### src/rtl/mem_pkg.sv
// Shared types and constants for the external-memory responder.
package mem_pkg;

  typedef enum logic [1:0] {
    ST_IDLE = 2'd0,
    ST_BUSY = 2'd1,
    ST_DONE = 2'd2
  } state_e;

  localparam logic RW_READ  = 1'b1;
  localparam logic RW_WRITE = 1'b0;

  localparam int DATA_W = 16;
  localparam int ADDR_W = 16;

endpackage

### src/rtl/mem_array.sv
// Word array with synchronous write and combinational read; contents are never reset.
module mem_array
  import mem_pkg::*;
#(
  parameter int ADDR_BITS = 8
) (
  input  logic                 clk,
  input  logic                 we,
  input  logic [ADDR_BITS-1:0] waddr,
  input  logic [DATA_W-1:0]    wdata,
  input  logic [ADDR_BITS-1:0] raddr,
  output logic [DATA_W-1:0]    rdata
);

  logic [DATA_W-1:0] r_mem [0:(2**ADDR_BITS)-1];

  // Storage update on the write strobe.
  always_ff @(posedge clk) begin
    if (we) begin
      r_mem[waddr] <= wdata;
    end
  end

  assign rdata = r_mem[raddr];

endmodule

### src/rtl/mem_responder.sv
// Memory-side responder: four-phase EN/MFC handshake around a word array,
// with a programmable access latency and out-of-range address detection.
module mem_responder
  import mem_pkg::*;
#(
  parameter int ADDR_BITS = 8,
  parameter int LATENCY   = 2
) (
  input  logic              clk,
  input  logic              rst,
  input  logic              EN,
  input  logic              RW,
  input  logic [ADDR_W-1:0] address,
  input  logic [DATA_W-1:0] dataIn,
  output logic [DATA_W-1:0] dataOut,
  output logic              MFC,
  output logic              busy,
  output logic              err
);

  localparam logic [3:0] CNT_LOAD = 4'(LATENCY - 1);

  state_e               r_state, w_state_nxt;
  logic [3:0]           r_cnt, w_cnt_nxt;
  logic [ADDR_BITS-1:0] r_addr, w_addr_nxt;
  logic                 r_rw, w_rw_nxt;
  logic [DATA_W-1:0]    r_wdata, w_wdata_nxt;
  logic [DATA_W-1:0]    r_dout, w_dout_nxt;
  logic                 r_mfc, w_mfc_nxt;
  logic                 r_busy, w_busy_nxt;
  logic                 r_err, w_err_nxt;
  logic                 w_we;
  logic                 w_addr_oor;
  logic [DATA_W-1:0]    w_rdata;

  assign w_addr_oor = (address >> ADDR_BITS) != {ADDR_W{1'b0}};

  mem_array #(
    .ADDR_BITS(ADDR_BITS)
  ) u_array (
    .clk  (clk),
    .we   (w_we),
    .waddr(r_addr),
    .wdata(r_wdata),
    .raddr(r_addr),
    .rdata(w_rdata)
  );

  // Next-state, operand latching and output-register next values.
  always_comb begin
    w_state_nxt = r_state;
    w_cnt_nxt   = r_cnt;
    w_addr_nxt  = r_addr;
    w_rw_nxt    = r_rw;
    w_wdata_nxt = r_wdata;
    w_dout_nxt  = r_dout;
    w_mfc_nxt   = r_mfc;
    w_busy_nxt  = r_busy;
    w_err_nxt   = r_err;
    w_we        = 1'b0;
    case (r_state)
      ST_IDLE: begin
        if (EN) begin
          w_addr_nxt  = address[ADDR_BITS-1:0];
          w_rw_nxt    = RW;
          w_wdata_nxt = dataIn;
          w_cnt_nxt   = CNT_LOAD;
          w_err_nxt   = w_addr_oor;
          w_busy_nxt  = 1'b1;
          w_state_nxt = ST_BUSY;
        end else begin
          w_state_nxt = ST_IDLE;
        end
      end
      ST_BUSY: begin
        if (!EN) begin
          w_busy_nxt  = 1'b0;
          w_state_nxt = ST_IDLE;
        end else if (r_cnt == 4'd0) begin
          w_busy_nxt  = 1'b0;
          w_mfc_nxt   = 1'b1;
          w_state_nxt = ST_DONE;
          // An out-of-range access still completes the handshake but never touches the array.
          if (r_rw == RW_READ) begin
            w_dout_nxt = r_err ? 16'h0000 : w_rdata;
          end else begin
            w_we = ~r_err;
          end
        end else begin
          w_cnt_nxt = r_cnt - 4'd1;
        end
      end
      ST_DONE: begin
        if (!EN) begin
          w_mfc_nxt   = 1'b0;
          w_state_nxt = ST_IDLE;
        end else begin
          w_mfc_nxt = 1'b1;
        end
      end
      default: begin
        w_mfc_nxt   = 1'b0;
        w_busy_nxt  = 1'b0;
        w_state_nxt = ST_IDLE;
      end
    endcase
  end

  // State, latched operands and registered outputs.
  always_ff @(posedge clk or posedge rst) begin
    if (rst) begin
      r_state <= ST_IDLE;
      r_cnt   <= 4'd0;
      r_addr  <= {ADDR_BITS{1'b0}};
      r_rw    <= RW_WRITE;
      r_wdata <= 16'h0000;
      r_dout  <= 16'h0000;
      r_mfc   <= 1'b0;
      r_busy  <= 1'b0;
      r_err   <= 1'b0;
    end else begin
      r_state <= w_state_nxt;
      r_cnt   <= w_cnt_nxt;
      r_addr  <= w_addr_nxt;
      r_rw    <= w_rw_nxt;
      r_wdata <= w_wdata_nxt;
      r_dout  <= w_dout_nxt;
      r_mfc   <= w_mfc_nxt;
      r_busy  <= w_busy_nxt;
      r_err   <= w_err_nxt;
    end
  end

  assign dataOut = r_dout;
  assign MFC     = r_mfc;
  assign busy    = r_busy;
  assign err     = r_err;

endmodule

### config.mk
export PLATFORM = sky130hd
export DESIGN_NAME = mem_responder
export DESIGN_NICKNAME = d
export VERILOG_FILES = /design/src/rtl/mem_pkg.sv /design/src/rtl/mem_array.sv /design/src/rtl/mem_responder.sv
export SDC_FILE = /design/constraint.sdc
export NUM_CORES = 2
export LEC_CHECK = 0
export BUFFER_PORTS_ARGS = -buffer_cell sky130_fd_sc_hd__buf_2
export CAP_MARGIN = 10
export CORE_MARGIN = 10
export CORE_UTILIZATION = 56
export CTS_CLUSTER_DIAMETER = 100
export DETAILED_ROUTE_END_ITERATION = 8
export PLACE_DENSITY = 0.7
export SLEW_MARGIN = 20
export SYNTH_ARGS = -nofsm -noshare
export SYNTH_HDL_FRONTEND = slang
export SYNTH_HIERARCHICAL = 1
export SYNTH_SLANG_ARGS = --single-unit
### constraint.sdc
create_clock -name clk -period 4.9 [get_ports clk]
set_input_delay 1.225 -clock clk [delete_from_list [all_inputs] [get_ports clk]]
set_output_delay 1.225 -clock clk [all_outputs]
set_load 0.1 [all_outputs]
* Yosys cells after proc, flatten, opt, wreduce, memory -nomap -nowiden
Memories as Yosys holds them, arrays and structs flattened. Cells that the tools add are included.
Operators by class: bitwise logic cells 3, add/sub/neg operators 1, muxes and demuxes 24, equal/unequal tests 8, reduce and logical (&&, ||, !) cells 10
Operators with widths (count):
- $mux W16 | 1
- $reduce_bool A16 Y1 | 1
- $mux W1 | 13
- $mux W4 | 3
- $ne A2 B2 Y1 const B | 5
- $pmux W4 S2 | 1
- $reduce_and A4 Y1 | 2
- $mux W2 | 3
- $pmux W1 S3 | 2
- $pmux W2 S3 | 1
- $reduce_and A3 Y1 | 2
- $logic_not A4 Y1 | 1
- $reduce_and A2 Y1 | 2
- $sub A4 B1 Y4 const B | 1
- $ne A3 B3 Y1 const B | 1
- $not A1 Y1 | 3
- $eq A2 B1 Y1 const B | 1
- $eq A2 B2 Y1 const B | 1
- $logic_not A2 Y1 | 1
- $reduce_bool A2 Y1 | 1
Word-level totals: register bits 50, word-level logic and storage cells 56, output and inout port bits 19, bits in writable memories 4096, memories 1, input bits 36
Memory list:
- u_array.r_mem | words 256, width 16, read ports 1, clocked after memory_dff 0, wr ports 1, line mem_array.sv:15 | logic [DATA_W-1:0] r_mem [0:(2**ADDR_BITS)-1];

* Logic depth before layout (Yosys ltp)
depth in word-level cells 7, mapped depth 14, mapped depth without buffers 8

* By module
Netlist, hierarchy kept.
By module, submodules not included:
- mem_array | cells each 7344, area each 158394.4 sq um, instances 1, sequential area each 122998.0 sq um
- mem_responder | cells each 185, area each 2326.0 sq um, instances 1, sequential area each 1251.2 sq um

* Worst setup path after synthesis
Ideal clock, no wire load.
path type register to register, start point register r_wdata[0], end point memory u_array.r_mem[0][0], data pin, arrival time 3.179 ns, required time 4.097 ns, period minus slack after synthesis 3.982 ns, setup slack 0.918 ns, buffers on the path 0, library setup time 0.803 ns, cell stages (with the launch flop) 1, cells stage by stage dfrtp_1
RTL lines:
- start: declaration | line mem_responder.sv:27 | logic [DATA_W-1:0] r_wdata, w_wdata_nxt;
- start signal: assignment | line mem_responder.sv:126 | r_wdata <= w_wdata_nxt;
- end: declaration | line mem_array.sv:15
No word-level cell before the write port.

* Final worst setup path
start point register r_addr[0], end point register r_dout[10], in the netlist dataOut[10]
Between the ends: word-level cells in the longest chain between the ends 2
Ends and longest elaborated chain:
- start: declaration | line mem_responder.sv:25 | logic [ADDR_BITS-1:0] r_addr, w_addr_nxt;
- start signal: assignment | line mem_responder.sv:114 | r_addr <= {ADDR_BITS{1'b0}};
- start signal: assignment | line mem_responder.sv:124 | r_addr <= w_addr_nxt;
- $mem_v2 Z256 W16
- named net w_rdata[10] | line mem_responder.sv:34 | logic [DATA_W-1:0] w_rdata;
- $mux W16 | line mem_responder.sv:85 | w_dout_nxt = r_err ? 16'h0000 : w_rdata;
- end signal: assignment | line mem_responder.sv:127 | r_dout <= w_dout_nxt;
- end: declaration | line mem_responder.sv:28 | logic [DATA_W-1:0] r_dout, w_dout_nxt;
The timed path passes the listed nets, and every way through them passes these cells. A chain may end at the register's enable or synchronous reset.

==> flow_summary.yaml <==
status:
  status: "complete, no violations"
timing:
  relSlewSlack_pct: 18.3
  final_hold_viol_count: 0
  tns_ps: 0
  period_share_pct: 98.1
  period_minus_slack_ps: 4810
  fin_ws_ps: 94.2
  finalSetupViolations: 0
  tightest_slew_ps: 1190
  rsz0062_at_grt: "no"
  fmax_mhz: 208
  final_max_slew_viol_count: 0
  clock_skew_ps: 72.6
setup_path:
  cp.arrival_ps: 5630
  cp_top_family: "compound AO/OA/AOI/OAI gates"
  r2r-start: "r_addr[0]"
  required_ps: 5730
  cp-startpoint: "r_addr[0]"
  cp_slowest_stage_delay_ps: 990
  path_buf_inv: 3
  end_kind: "flip-flop"
  crit_fanout: 32
  cp-start-kind: "flip-flop"
  crit_path_top_delay_cell: "dfrtp_4"
  crit_type: "flip-flop to flip-flop"
  cp_cell_sequence: "buf_12 -> buf_4 -> mux4_2 -> mux2_2 -> a22oi_1 -> nand2_1 -> o32ai_2 -> nor4_1 -> inv_1 -> o41ai_2"
synthesis:
  synth_edf_count: 4096
  async_reset_ff_share_pct: 1.21
  synthCells: 7529
  synth_top_area_share_pct: 76.5
  netlist_area_um2: 161000
  ys_ff_latch: 4146
  synth_area_leaders: "edfxtp_1 (77%), mux4_2 (11%), mux2i_1 (3.5%)"
  ys_seq_area_share_pct: 77.3
  syn_nets: 7570
  yosys_warnings: 6
  synth_cell_types: 63
  synth_ff_type: "edfxtp_1"
  synth_top_area_cell: "edfxtp_1"
  avgSynthCellArea_um2: 21.3
global_routing:
  grt_pass1_vias: 80700
  antenna_found_initial: 18
  overflow: 0
  groute.usage.overall_pct: 27.0
  grt_pass1_wl_um: 603000
  grt_max_degree: 222
final_layout:
  final_area_um2: 182000
  layout_common_cells: "edfxtp_1 (4,096), mux4_2 (797), mux2i_1 (565)"
  layout-drive-gt1-share_pct: 26.5
  layout.nets: 8134
  final_util_pct: 63.7
  area_growth_syn_to_layout_pct: 13.2
  final_cells: 12200
  final_common_cell: "edfxtp_1"
routing:
  wl_um: 423000
  first_iter_violations: 13300
  ant_nets: 0
  vias: 82500
  first_pass_iters: 7
  viasPerCell: 6.76
  wire_per_inst_um: 34.6
  drc: 0
placement:
  dp.cells: 11400
  post-place-ws_ps: 205
  place.gp.congestion: 0.946
  port_buffers: 54
  placed_area_um2: 168000
  hpwl_um: 253000
clock_tree:
  clock_sinks: 4146
  path_clk_slew_ps: 60
  root_buffer: "clkbuf_16"
  cts_hold_buffers: 0
  clk_latency_ps: 1000
  clockBufferDepth: 4
  post_cts_buffers: 0
  htreeDepth: 5
  cts_buffers: 406
  tritoncts: "yes"
floorplanning:
  start_util_pct: 56.3
  core_um2: 285000
  die_y_um: 556
  fp.dieW_um: 556
  num_rows: 196
  die_area_um2: 309000
  num_io_pins: 55
power_and_ir_drop:
  ir_worst_vdd_v: 0.000887
  p_leak_uw: 0.0584
  powerDensity_nw_per_um2: 613
worst_hold_path:
  min_path_type: "primary input to async pin"
flow_run:
  max_cap_violations: 0
-- synthesized netlist by cell type, drive strengths merged, types with 21 or more instances --
cell type and number:
a21oi 179, a221oi 29, a22o 32, a22oi 43, buf 230, clkbuf 235
dfrtp 50, edfxtp 4096, inv 28, mux2 114, mux2i 565, mux4 797
nand2 40, nand3 37, nand4 27, nor2 304, nor3 92, nor4 21
o21ai 58, o221ai 253, o22ai 148, o31ai 21, o32ai 21
-- what timing repair did --
action,CTS,global route
resized for setup,0,1
hold endpoints to repair,0,0
setup endpoints to repair,0,1
-- worst reg2reg max path: cells and delay by family (launching register included) --
kind,cells,cell delay (ps)
DFF,1,990
buffers and inverters,3,990
AOI/OAI and AO/OA,3,1410
and+or+nand+nor,2,460
muxes,2,850
-- path summary, 6_finish.rpt --
| kind | to | slack [ps] | cells after the start |
|---|---|---|---|
| hold / removal | r_wdata[2] | 370 | 2 |
| hold reg to reg | MFC | 490 | 1 |
| setup / recovery | dataOut[10] | 90 | 10 |
| setup reg to reg | dataOut[10] | 90 | 10 |
| max in group asynchronous | r_addr[1] | 3500 | 3 |
| min in group clk | r_wdata[13] | 490 | 2 |
-- routing by layer --
layer  track usage, %  vias to the layer above  part of all wire, %
li1                 -                    33100                    -
met3             6.82                      834                   12
met5                0                        -                0.016
met1             38.3                    43400                   38
met4             10.8                       10                  4.6
met2             40.6                     5249                   46
-- where the power goes --
part           switching [µW]  total, µW  leakage (µW)  internal, µW
clock                   13300      31200       0.00650         17900
sequential               1770      46300        0.0374         44500
combinational           22000      34000        0.0145         12000
total                   37100     112000        0.0584         74500
-- cells by family after synthesis --
| family | count (synthesis) | synth area share (%) |
|---|---|---|
| AOI/OAI and AO/OA | 838 | 3.77 |
| buffers and inverters | 493 | 1.78 |
| muxes | 1476 | 15.5 |
| adders and majority gates | 5 | 0.0389 |
| and+or+nand+nor | 571 | 1.62 |
| DFF | 4146 | 77.3 |
-- flip-flops by register name, summed over array words and instances (netlist names) --
signal / count
err: 1
r_state: 2
busy: 1
r_rw: 1
MFC: 1
u_array/r_mem: 4096
dataOut: 16
r_wdata: 16
r_addr: 8
r_cnt: 4
-- per-stage QoR --
step / hold WS, ps / power, µW
4_1_cts: 369 / 111000
6_report: 372 / 112000
2_1_floorplan: 492 / 68200
3_3_place_gp: 479 / 79700
3_5_place_dp: 486 / 80500
5_1_grt: 416 / 115000
-- layout make-up --
class	instances	area, µm²
inverters	28	120
flip-flops and latches	4146	124000
multi-input cells	2890	33900
clock inverters	247	2720
fillers	18600	104000
well taps	3762	4710
clock buffers	508	10700
diodes	8	20.0
repair buffers	621	5410
Power figures use the tool's default switching activity.
